### src/rtl/toggle_activity_monitor_if.sv
// Sample/report port bundle for the toggle activity monitor.
// The master drives samples and accepts records; the slave is the monitor.
interface toggle_activity_monitor_if #(
    parameter int unsigned N_SIG = 5,
    parameter int unsigned CNT_W = 16,
    parameter int unsigned IDX_W = 3
);
    logic             start;
    logic             sample_valid;
    logic [N_SIG-1:0] sig_in;
    logic             rpt_valid;
    logic             rpt_ready;
    logic [IDX_W-1:0] rpt_idx;
    logic [CNT_W-1:0] rpt_count;
    logic             busy;
    logic             overflow;

    modport master (
        output start, sample_valid, sig_in, rpt_ready,
        input  rpt_valid, rpt_idx, rpt_count, busy, overflow
    );

    modport slave (
        input  start, sample_valid, sig_in, rpt_ready,
        output rpt_valid, rpt_idx, rpt_count, busy, overflow
    );
endinterface

### src/rtl/toggle_activity_monitor.sv
// Counts per-bit toggles of sig_in over a window of valid samples, then streams
// one saturating count record per bit over a valid/ready port.
module toggle_activity_monitor #(
    parameter int unsigned N_SIG  = 5,
    parameter int unsigned WINDOW = 256,
    parameter int unsigned CNT_W  = 16,
    parameter int unsigned IDX_W  = 3
) (
    input logic                      clk,
    input logic                      rst,
    toggle_activity_monitor_if.slave bus
);
    localparam int unsigned        SampleW    = $clog2(WINDOW + 1);
    localparam logic [CNT_W-1:0]   CntMax     = {CNT_W{1'b1}};
    localparam logic [SampleW-1:0] LastSample = SampleW'(WINDOW - 1);
    localparam logic [IDX_W-1:0]   LastIdx    = IDX_W'(N_SIG - 1);

    typedef enum logic [1:0] {StIdle, StArm, StCount, StReport} state_e;

    state_e             state_q, state_d;
    logic [CNT_W-1:0]   cnt_q [N_SIG];
    logic [N_SIG-1:0]   prev_q;
    logic [SampleW-1:0] sample_cnt_q;
    logic               overflow_q;
    logic [IDX_W-1:0]   idx_q;
    logic               rpt_fire;

    assign rpt_fire = (state_q == StReport) && bus.rpt_ready;

    always_ff @(posedge clk or posedge rst) begin
        if (rst) begin
            state_q <= StIdle;
        end else begin
            state_q <= state_d;
        end
    end

    always_comb begin
        state_d = state_q;
        case (state_q)
            StIdle:   if (bus.start) state_d = StArm;
            StArm:    if (bus.sample_valid) state_d = StCount;
            StCount:  if (bus.sample_valid && sample_cnt_q == LastSample) state_d = StReport;
            StReport: if (rpt_fire && idx_q == LastIdx) state_d = StIdle;
            default:  state_d = StIdle;
        endcase
    end

    always_ff @(posedge clk or posedge rst) begin
        if (rst) begin
            for (int i = 0; i < N_SIG; i++) cnt_q[i] <= '0;
            prev_q       <= '0;
            sample_cnt_q <= '0;
            overflow_q   <= 1'b0;
            idx_q        <= '0;
        end else begin
            case (state_q)
                StIdle: begin
                    if (bus.start) begin
                        for (int i = 0; i < N_SIG; i++) cnt_q[i] <= '0;
                        sample_cnt_q <= '0;
                        overflow_q   <= 1'b0;
                        idx_q        <= '0;
                    end
                end
                // First sample only seeds the reference; no toggle is possible yet.
                StArm: begin
                    if (bus.sample_valid) begin
                        prev_q       <= bus.sig_in;
                        sample_cnt_q <= SampleW'(1);
                    end
                end
                StCount: begin
                    if (bus.sample_valid) begin
                        for (int i = 0; i < N_SIG; i++) begin
                            if (bus.sig_in[i] ^ prev_q[i]) begin
                                if (cnt_q[i] == CntMax) overflow_q <= 1'b1;
                                else                    cnt_q[i]   <= cnt_q[i] + 1'b1;
                            end
                        end
                        prev_q       <= bus.sig_in;
                        sample_cnt_q <= sample_cnt_q + 1'b1;
                    end
                end
                StReport: begin
                    if (rpt_fire) idx_q <= (idx_q == LastIdx) ? '0 : idx_q + 1'b1;
                end
                default: ;
            endcase
        end
    end

    always_comb begin
        bus.rpt_valid = 1'b0;
        bus.rpt_idx   = '0;
        bus.rpt_count = '0;
        bus.busy      = (state_q != StIdle);
        bus.overflow  = overflow_q;
        if (state_q == StReport) begin
            bus.rpt_valid = 1'b1;
            bus.rpt_idx   = idx_q;
            for (int i = 0; i < N_SIG; i++) begin
                if (idx_q == IDX_W'(i)) bus.rpt_count = cnt_q[i];
            end
        end
    end
endmodule
### src/flat_wrapper.sv
// flat-port wrapper written by rule: the top's interface ports become plain ports
module toggle_activity_monitor_flat 
#(
    parameter int unsigned N_SIG  = 5,
    parameter int unsigned WINDOW = 256,
    parameter int unsigned CNT_W  = 16,
    parameter int unsigned IDX_W  = 3
)
  (clk, rst, bus_start, bus_sample_valid, bus_sig_in, bus_rpt_ready, bus_rpt_valid, bus_rpt_idx, bus_rpt_count, bus_busy, bus_overflow);
  toggle_activity_monitor_if #(.N_SIG(N_SIG), .CNT_W(CNT_W), .IDX_W(IDX_W)) bus_i ();
  input logic clk;
  input logic rst;
  input wire logic [$bits(bus_i.start)-1:0] bus_start;
  input wire logic [$bits(bus_i.sample_valid)-1:0] bus_sample_valid;
  input wire logic [$bits(bus_i.sig_in)-1:0] bus_sig_in;
  input wire logic [$bits(bus_i.rpt_ready)-1:0] bus_rpt_ready;
  output wire logic [$bits(bus_i.rpt_valid)-1:0] bus_rpt_valid;
  output wire logic [$bits(bus_i.rpt_idx)-1:0] bus_rpt_idx;
  output wire logic [$bits(bus_i.rpt_count)-1:0] bus_rpt_count;
  output wire logic [$bits(bus_i.busy)-1:0] bus_busy;
  output wire logic [$bits(bus_i.overflow)-1:0] bus_overflow;
  assign bus_i.start = bus_start;
  assign bus_i.sample_valid = bus_sample_valid;
  assign bus_i.sig_in = bus_sig_in;
  assign bus_i.rpt_ready = bus_rpt_ready;
  assign bus_rpt_valid = bus_i.rpt_valid;
  assign bus_rpt_idx = bus_i.rpt_idx;
  assign bus_rpt_count = bus_i.rpt_count;
  assign bus_busy = bus_i.busy;
  assign bus_overflow = bus_i.overflow;
  toggle_activity_monitor #(.N_SIG(N_SIG), .WINDOW(WINDOW), .CNT_W(CNT_W), .IDX_W(IDX_W)) u_core (.clk(clk), .rst(rst), .bus(bus_i));
endmodule
### config.mk
export PLATFORM = sky130hd
export DESIGN_NAME = toggle_activity_monitor_flat
export DESIGN_NICKNAME = d
export VERILOG_FILES = /design/src/rtl/toggle_activity_monitor_if.sv /design/src/rtl/toggle_activity_monitor.sv /design/src/flat_wrapper.sv
export SDC_FILE = /design/constraint.sdc
export NUM_CORES = 1
export LEC_CHECK = 0
export ABC_AREA = 1
export CAP_MARGIN = 20
export CORE_MARGIN = 5
export CORE_UTILIZATION = 51
export DETAILED_ROUTE_END_ITERATION = 6
export GPL_TIMING_DRIVEN = 0
export PLACE_DENSITY = 0.78
export REMOVE_ABC_BUFFERS = 1
export SETUP_SLACK_MARGIN = 0.3
export SLEW_MARGIN = 20
export SYNTH_ARGS = -nofsm -noshare
export SYNTH_HDL_FRONTEND = slang
export SYNTH_SLANG_ARGS = --single-unit
### constraint.sdc
create_clock -name clk -period 5.6 [get_ports clk]
set_input_delay 0.56 -clock clk [delete_from_list [all_inputs] [get_ports clk]]
set_output_delay 0.56 -clock clk [all_outputs]
set_load 0.01 [all_outputs]
==> metrics.cfg <==
[status]
status = finished clean

[floorplanning]
fp.coreArea_um2 = 14000
die_h_um = 130
rows = 43
io-pin-count = 32
initial_core_util = 0.523
die_w_um = 130
dieArea_um2 = 16800

[drt]
wl_met2_um = 8500
drc_errors = 0
drt_pass1_iterations = 5
initialDrtViolationCount = 669
routed-wl-met3_um = 1310
final_antenna_net_count = 0
finalWirelength_um = 18500
wl_met1_um = 8380
vias = 6889
maxUsedRoutingLayer = met4
via_per_inst = 5.46
routedWlPerCell_um = 14.7

[layout]
nFillCells = 1338
seq_area_um2 = 2500
layout-drive-gt1-share = 0.0749
multi_input_area_um2 = 4130
antennaDiodeCount = 0
nets = 1104
syn2layout_area_growth_pct = 9.06

[sta]
slew_headroom = 0.418
clock.fmax_mhz = 265
setup_viol = 0
tightest_slew_ps = 872
hold_violations = 0
fin_setup_tns_ps = 0
rsz0062_at_grt = false
fin_skew_ps = 8.51
slew_viol_final = 0
fin_crit_sh = 0.675
post-route-min-period_ps = 3780

[synthesis]
yosysSeqAreaShare = 0.342
synth_seq_cells = 100
synth_area_um2 = 7320
synthCells = 1068
yosysWarnings = 0
synth_cell_types = 40
synth.avg_cell_area_um2 = 6.85

[clocking]
cts_sinks = 100
ctsResizeCount = 0
ctsHoldBuffers = 0
cts.htree.levels = 3
numCtsBuffers = 9
root_buffer = clkbuf_16
clk_pin_slew_ps = 70
cts_setup_buffers = 0
clk_latency_ps = 360
clockBufferDepth = 2
tritoncts = yes

[pwr]
vdd_drop_max_mv = 0.427
p_per_area_nw_per_um2 = 364
finalPower_mw = 2.90
p_leak_nw = 3.55

[critical_path]
crit_required_ps = 5040
crit_type = reg -> out
critPathBufInv = 3
max_stage_delay_ps = 560
cp_cell_sequence = inv_1 -> ha_1 -> inv_1 -> nor2_2 -> a21oi_1 -> nand2_1 -> nand3_1 -> a21oi_1 -> clkdlybuf4s50_1
worst-path-max-fanout = 16
reg2reg_depth = 11
slowest_stage = clkdlybuf4s50_1
end_kind = output port
worst-r2r-setup-slack_ps = 2380
critPathArrivalTime_ps = 3220
cp_top_family = buffers and inverters
worst-path-stages = 9
startpoint_type = flop

[run]
max_cap_violations = 0

[grt]
grt_pass1_vias = 6316
grt_first_pass_wirelength_um = 30800
gr-usage-all-layers = 0.229
antenna_found_initial = 0
grt_overflow = 0
grt_start_max_net_pins = 61

[min_path]
hp-class = reg -> reg
min_delay_path_depth = 2

[placement]
dp.final_hpwl_um = 13400
port_buffers = 31
routabilityCongestion = 0.907

-- state kept, by name, indices dropped and copies added, names as in the netlist --
name                 flops
u_core.bus.overflow      1
u_core.cnt_q            80
u_core.idx_q             3
u_core.prev_q            5
u_core.sample_cnt_q      9
u_core.state_q           2
-- metrics by stage --
step / cell area [µm²] / worst slack, ps / hold WS (ps) / instances / utilization
2_1_floorplan: 7100 / 2420 / 452 / 1033 / -
5_1_grt: 7980 / 1590 / 524 / 1262 / 0.570
3_3_place_gp: 7630 / 837 / 463 / 1244 / 0.546
6_report: 7980 / 1820 / 491 / 1262 / 0.570
4_1_cts: 7980 / 1880 / 487 / 1262 / 0.570
3_5_place_dp: 7690 / 2270 / 469 / 1246 / 0.550
-- per-layer routing --
layer  vias to the layer above  GRT usage
met5                         -          0
met2                       210      0.362
met4                         0     0.0617
met1                      3207      0.318
met3                        27     0.0532
li1                       3445          -
-- placed cells by master (no fill, tap or decap), drive strengths merged, types with 17 or more instances in the layout --
cell	n
nand2	298
nor2	128
inv	122
nand3	117
dfrtp	100
o21ai	89
xor2	41
a21oi	40
clkdlybuf4s50	31
nor3	24
nand4	19
ha	17
-- cell usage after synthesis (all sizes together) --
cell type | number | share of area
xnor2 | 7 | 0.0084
o21ai | 89 | 0.071
o211ai | 2 | 0.0021
xor2 | 41 | 0.049
and2 | 2 | 0.0017
o22ai | 2 | 0.0026
a31oi | 1 | 0.00086
nand4 | 19 | 0.016
clkinv | 1 | 0.0012
inv | 121 | 0.062
clkbuf | 13 | 0.0068
mux2 | 5 | 0.0077
a22o | 1 | 0.0012
nand3 | 117 | 0.082
ha | 17 | 0.029
a21oi | 40 | 0.027
nand3b | 2 | 0.0021
o31ai | 1 | 0.0010
dfrtp | 100 | 0.34
nand2 | 298 | 0.16
or2 | 10 | 0.0085
buf | 22 | 0.023
nor2 | 128 | 0.068
o21bai | 5 | 0.0051
nor3 | 24 | 0.017
-- where the power goes --
part           internal (mW)  total (mW)  switching, mW
sequential             0.790       0.855         0.0656
clock                  0.340       0.617          0.277
combinational          0.385        1.43           1.05
total                   1.51        2.90           1.39
-- worst register-to-register path, cell delays in order, from the launching register on --
cell	delay (ps)
dfrtp_1	380
inv_1	100
ha_2	360
buf_12	240
inv_2	660
nand2_2	150
nand2_4	160
inv_4	80
nand2_4	340
nand2_2	370
nand2_1	190
o21ai_2	70
-- path summary, 6_finish.rpt --
path | start | to
setup / recovery | u_core.idx_q[1] | bus_rpt_count[2]
hold / removal | u_core.bus.overflow | u_core.bus.overflow
setup reg to reg | u_core.state_q[0] | u_core.cnt_q[66]
hold reg to reg | u_core.bus.overflow | u_core.bus.overflow
max in group asynchronous | rst | u_core.cnt_q[18]
min in group asynchronous | rst | u_core.sample_cnt_q[5]
-- cell type report --
type,instances,area share
well taps,180,0.0282
inverters,122,0.0590
repair buffers,33,0.0448
multi-input cells,811,0.518
clock inverters,2,0.00204
clock buffers,14,0.0343
flip-flops and latches,100,0.314
-- cells by family after synthesis --
logic type      after synthesis  synth area share
simple gates                600             0.360
buf+inv                     157            0.0934
compound gates              141             0.111
flops                       100             0.342
xor+xnor                     48            0.0575
fa+ha+maj                    17            0.0291
mux                           5           0.00769
No activity file was read; power rests on OpenSTA's default activity.
